===== src/rtl/id_ex_issue.sv =====
// ID/EX pipeline register and operand-issue stage feeding the EX-stage ALU.
// Holds the decoded instruction, forwards EX/MEM and MEM/WB results, and stalls ID on load-use.
module id_ex_issue #(
    parameter int XLEN = 32,
    parameter int RA_W = 5
) (
    input  logic            clk,
    input  logic            rst,
    input  logic            id_valid,
    input  logic [3:0]      id_alu_ctrl,
    input  logic [RA_W-1:0] id_rs1,
    input  logic [RA_W-1:0] id_rs2,
    input  logic            id_use_rs1,
    input  logic            id_use_rs2,
    input  logic [XLEN-1:0] id_rs1_data,
    input  logic [XLEN-1:0] id_rs2_data,
    input  logic [XLEN-1:0] id_imm,
    input  logic            id_sel_imm,
    input  logic            id_sel_pc,
    input  logic [XLEN-1:0] id_pc,
    input  logic [RA_W-1:0] id_rd,
    input  logic            id_reg_write,
    input  logic            id_mem_read,
    input  logic            flush,
    input  logic [RA_W-1:0] mem_rd,
    input  logic            mem_reg_write,
    input  logic [XLEN-1:0] mem_result,
    input  logic [RA_W-1:0] wb_rd,
    input  logic            wb_reg_write,
    input  logic [XLEN-1:0] wb_result,
    output logic            stall_id,
    output logic            ex_valid,
    output logic [3:0]      ex_alu_ctrl,
    output logic [XLEN-1:0] ex_op_A,
    output logic [XLEN-1:0] ex_op_B,
    output logic [XLEN-1:0] ex_store_data,
    output logic [RA_W-1:0] ex_rd,
    output logic            ex_reg_write,
    output logic            ex_mem_read,
    output logic [XLEN-1:0] ex_pc
);

    logic            valid_q, valid_d;
    logic [3:0]      alu_ctrl_q, alu_ctrl_d;
    logic [RA_W-1:0] rs1_q, rs1_d, rs2_q, rs2_d, rd_q, rd_d;
    logic            use_rs1_q, use_rs1_d, use_rs2_q, use_rs2_d;
    logic [XLEN-1:0] rs1_data_q, rs1_data_d, rs2_data_q, rs2_data_d;
    logic [XLEN-1:0] imm_q, imm_d, pc_q, pc_d;
    logic            sel_imm_q, sel_imm_d, sel_pc_q, sel_pc_d;
    logic            reg_write_q, reg_write_d, mem_read_q, mem_read_d;
    logic            hz_s;
    logic [XLEN-1:0] fa_s, fb_s;

    // Youngest producer wins; x0 is hard-wired zero and never forwarded.
    function automatic logic [XLEN-1:0] fwd_sel(
        input logic            use_b,
        input logic [RA_W-1:0] rs,
        input logic [XLEN-1:0] rf_data,
        input logic [RA_W-1:0] m_rd,
        input logic            m_we,
        input logic [XLEN-1:0] m_res,
        input logic [RA_W-1:0] w_rd,
        input logic            w_we,
        input logic [XLEN-1:0] w_res
    );
        logic [XLEN-1:0] r;
        if (use_b && m_we && (m_rd != {RA_W{1'b0}}) && (m_rd == rs)) begin
            r = m_res;
        end else if (use_b && w_we && (w_rd != {RA_W{1'b0}}) && (w_rd == rs)) begin
            r = w_res;
        end else begin
            r = rf_data;
        end
        return r;
    endfunction

    // Load-use hazard detection and ID stall request
    always_comb begin
        hz_s = valid_q & mem_read_q & (rd_q != {RA_W{1'b0}}) & id_valid &
               ((id_use_rs1 & (id_rs1 == rd_q)) | (id_use_rs2 & (id_rs2 == rd_q)));
        stall_id = hz_s & ~flush;
    end

    // Next-state selection: flush beats bubble beats normal load
    always_comb begin
        valid_d     = valid_q;
        alu_ctrl_d  = alu_ctrl_q;
        rs1_d       = rs1_q;
        rs2_d       = rs2_q;
        use_rs1_d   = use_rs1_q;
        use_rs2_d   = use_rs2_q;
        rs1_data_d  = rs1_data_q;
        rs2_data_d  = rs2_data_q;
        imm_d       = imm_q;
        sel_imm_d   = sel_imm_q;
        sel_pc_d    = sel_pc_q;
        pc_d        = pc_q;
        rd_d        = rd_q;
        reg_write_d = reg_write_q;
        mem_read_d  = mem_read_q;
        if (flush) begin
            valid_d = 1'b0;
        end else if (hz_s) begin
            valid_d = 1'b0;
        end else begin
            valid_d     = id_valid;
            alu_ctrl_d  = id_alu_ctrl;
            rs1_d       = id_rs1;
            rs2_d       = id_rs2;
            use_rs1_d   = id_use_rs1;
            use_rs2_d   = id_use_rs2;
            rs1_data_d  = id_rs1_data;
            rs2_data_d  = id_rs2_data;
            imm_d       = id_imm;
            sel_imm_d   = id_sel_imm;
            sel_pc_d    = id_sel_pc;
            pc_d        = id_pc;
            rd_d        = id_rd;
            reg_write_d = id_reg_write;
            mem_read_d  = id_mem_read;
        end
    end

    // ID/EX pipeline register
    always_ff @(posedge clk or posedge rst) begin
        if (rst) begin
            valid_q     <= 1'b0;
            alu_ctrl_q  <= 4'd0;
            rs1_q       <= {RA_W{1'b0}};
            rs2_q       <= {RA_W{1'b0}};
            use_rs1_q   <= 1'b0;
            use_rs2_q   <= 1'b0;
            rs1_data_q  <= {XLEN{1'b0}};
            rs2_data_q  <= {XLEN{1'b0}};
            imm_q       <= {XLEN{1'b0}};
            sel_imm_q   <= 1'b0;
            sel_pc_q    <= 1'b0;
            pc_q        <= {XLEN{1'b0}};
            rd_q        <= {RA_W{1'b0}};
            reg_write_q <= 1'b0;
            mem_read_q  <= 1'b0;
        end else begin
            valid_q     <= valid_d;
            alu_ctrl_q  <= alu_ctrl_d;
            rs1_q       <= rs1_d;
            rs2_q       <= rs2_d;
            use_rs1_q   <= use_rs1_d;
            use_rs2_q   <= use_rs2_d;
            rs1_data_q  <= rs1_data_d;
            rs2_data_q  <= rs2_data_d;
            imm_q       <= imm_d;
            sel_imm_q   <= sel_imm_d;
            sel_pc_q    <= sel_pc_d;
            pc_q        <= pc_d;
            rd_q        <= rd_d;
            reg_write_q <= reg_write_d;
            mem_read_q  <= mem_read_d;
        end
    end

    // Forwarded operands and ALU-facing outputs
    always_comb begin
        fa_s = fwd_sel(use_rs1_q, rs1_q, rs1_data_q, mem_rd, mem_reg_write, mem_result,
                       wb_rd, wb_reg_write, wb_result);
        fb_s = fwd_sel(use_rs2_q, rs2_q, rs2_data_q, mem_rd, mem_reg_write, mem_result,
                       wb_rd, wb_reg_write, wb_result);
        ex_op_A       = sel_pc_q ? pc_q : fa_s;
        ex_op_B       = sel_imm_q ? imm_q : fb_s;
        ex_store_data = fb_s;
        ex_valid      = valid_q;
        ex_alu_ctrl   = alu_ctrl_q;
        ex_rd         = rd_q;
        ex_pc         = pc_q;
        ex_reg_write  = valid_q & reg_write_q;
        ex_mem_read   = valid_q & mem_read_q;
    end

endmodule


===== config.mk =====
export PLATFORM = sky130hd
export DESIGN_NAME = id_ex_issue
export DESIGN_NICKNAME = d
export VERILOG_FILES = /design/src/rtl/id_ex_issue.sv
export SDC_FILE = /design/constraint.sdc
export NUM_CORES = 1
export LEC_CHECK = 0
export BUFFER_PORTS_ARGS = -buffer_cell sky130_fd_sc_hd__buf_2
export CAP_MARGIN = 20
export CORE_AREA = 2 2 146 148
export DETAILED_ROUTE_END_ITERATION = 16
export DIE_AREA = 0 0 148 150
export HOLD_SLACK_MARGIN = 0.12
export PLACE_DENSITY = 0.73
export SLEW_MARGIN = 20
export SYNTH_ARGS = -nofsm -noshare
export SYNTH_HDL_FRONTEND = slang
export SYNTH_SLANG_ARGS = --single-unit
export TNS_END_PERCENT = 20

===== constraint.sdc =====
create_clock -name clk -period 11.1 [get_ports clk]
set_input_delay 1.665 -clock clk [delete_from_list [all_inputs] [get_ports clk]]
set_output_delay 1.665 -clock clk [all_outputs]
set_load 0.05 [all_outputs]

==> results.cfg <==
[routing]
first_iter_violations = 428
routed_via_density = 5.35
wirelength_mm = 27.0
ant_nets = 0
drc = 0
wl_per_cell_um = 19.6
first_pass_iters = 8
vias = 7388

[placement]
place.gp.congestion = 0.859
dp_slack_ns = 4.86
portBuffers = 373
dpl_cell_area_mm2 = 0.0104
dp_hpwl_mm = 19.2

[setup_path]
cp-start-kind = primary input
crit_fanout = 50
crit_type = primary input to output port
r2r_cells = 5
cp.arrival_ns = 4.60
cp.required_ns = 9.44
critPathCaptureType = output port

[floorplan]
num_rows = 53
fp.dieH_um = 150
coreArea_mm2 = 0.0207
ioPinCount = 374
start_util_pct = 40.6
dieArea_mm2 = 0.0222
die_w_um = 148

[timing]
clock_skew_ns = 0.0122
relSlewSlack_pct = 26.0
setup_violations = 0
fmax_mhz = 160
finalHoldViolCount = 0
slew_violations = 0
tightest_slew_ns = 1.11
setup_ws_ns = 4.83
rsz0062_at_grt = false
min_period_over_period_pct = 56.5
holdWs_ns = 0.482
fin_crit_ns = 6.27
tns_ns = 0

[clocking]
clk_latency_ns = 0.42
post-cts-setup-buffers = 0
cts_hold_buf = 0
cts_resized = 0
cts_root_buf = clkbuf_16
htree_levels = 4
cts_sinks = 154
path_clk_slew_ns = 0.06
cts_buffer_depth = 2
cts_buffers = 17
cts_tree = yes

[run_status]
status = completed

[final_layout]
drive_gt1_share_pct = 46.6
final_common_cell = buf_2
area_growth_pct = 31.5
nFillCells = 1892
final_area_mm2 = 0.0110
multi_input_area_mm2 = 0.00390
layout_common_cells = 373 x buf_2, 153 x dfrtp_1, 96 x inv_1, 94 x mux2_2, 64 x mux2i_1
seq_area_mm2 = 0.00385
nets = 1324

[global_route]
grt_max_degree = 80
antenna_found_initial = 2
grt_pass1_vias = 7628
grtUsageTotal_pct = 23.7
grt_pass1_wl_mm = 40.7
globalRoute.totalOverflow = 0

[synth]
post_synth_num_cell_types = 30
ys_seq_area_share_pct = 45.9
syn_area_per_cell_um2 = 11.3
syn_area_mm2 = 0.00839
ys.warnings.count = 0
synth_top_area_share_pct = 45.9
synthTopCellsByArea = dfrtp_1 46%, mux2_2 13%, mux2_1 7.9%, mux2i_1 7.6%, inv_1 4.3%
synth.largest_area_cell = dfrtp_1
netlist_instances = 742
synth_fp_nets = 975
synth_seq_cells = 154

[power_and_ir_drop]
p_leak_nw = 5.25
vdd_drop_max_uv = 98.1
power_per_cell_area_mw_per_mm2 = 164

[job]
maxCapViolations = 0

[hold_path]
hold_class = flop to flop
min_path_cells = 1
==> synth_stat cells, drive strengths merged <==
master and instances:
nor4 1, dfrtp 154, xor2 6, and2 3
or4 4, mux2i 64, inv 97, nor3 34
clkbuf 21, nand2 5, o21ai 2, o22ai 1
nand4b 1, o211a 1, xnor2 24, a21oi 33
a222oi 32, buf 33, nor2 34, nand4 5
nor2b 2, mux2 153, a221oi 32
==> path summary, 6_finish.rpt <==
check / start / to / slack, ns
setup / recovery: mem_rd[0] / ex_op_B[17] / 4.83
hold / removal: imm_q[28] / imm_q[28] / 0.48
setup reg to reg: ex_rd[1] / rs1_data_q[15] / 8.00
hold reg to reg: imm_q[28] / imm_q[28] / 0.48
max in group asynchronous: rst / sel_imm_q / 8.62
min in group asynchronous: rst / ex_pc[4] / 1.34
==> metrics by stage <==
step                cells  utilization [%]  power, W
global route         1380             53.3   0.00189
CTS                  1377             53.1   0.00182
finish               1380             53.3   0.00181
global placement     1345             50.3   0.00123
detailed placement   1345             50.3   0.00124
floorplan             742                -   0.00108
==> metal layers <==
metal	vias up	global-route usage (%)	wire length, µm
met5	-	0	0
met4	0	9.19	633
met3	47	5.52	1990
met2	385	41.9	13800
met1	3588	28.0	10600
li1	3368	-	-
==> cells by family after synthesis <==
kind of cell | share of synthesized area [%]
XOR/XNOR | 3.13
multiplexers | 28.2
buffers and inverters | 8.16
AND/OR/NAND/NOR | 5.17
AO/OA/AOI/OAI | 9.44
flip-flops | 45.9
==> worst max-delay path, cell delays in order <==
cell      delay, ns
buf_2          0.12
or4_1          0.51
o21ai_0        0.21
nand4b_1       0.14
buf_4          0.46
nor2b_4        0.99
a221oi_1       0.20
buf_2          0.27
==> layout make-up <==
| type | instances | area share (%) |
|---|---|---|
| Clock inverter | 12 | 1.26 |
| Timing Repair Buffer | 384 | 18.0 |
| Tap cell | 275 | 3.12 |
| Clock buffer | 20 | 3.96 |
| Antenna cell | 1 | 0.0227 |
| Multi-Input combinational cell | 437 | 35.3 |
| Sequential cell | 154 | 34.9 |
| Inverter | 97 | 3.35 |
==> sequential cells by signal, summed over array words and instances (netlist names) <==
register / flops
rs1_data_q: 32
rs2_data_q: 32
rs1_q: 5
reg_write_q: 1
rs2_q: 5
ex_alu_ctrl: 4
ex_pc: 32
ex_rd: 5
use_rs2_q: 1
use_rs1_q: 1
mem_read_q: 1
ex_valid: 1
imm_q: 32
sel_imm_q: 1
sel_pc_q: 1
==> power breakdown <==
part	internal [W]	total, W	switching [W]
clock network	0.000334	0.000577	0.000243
registers	0.000618	0.000659	0.0000405
logic	0.000177	0.000578	0.000401
(Power assumes the default switching activity.)
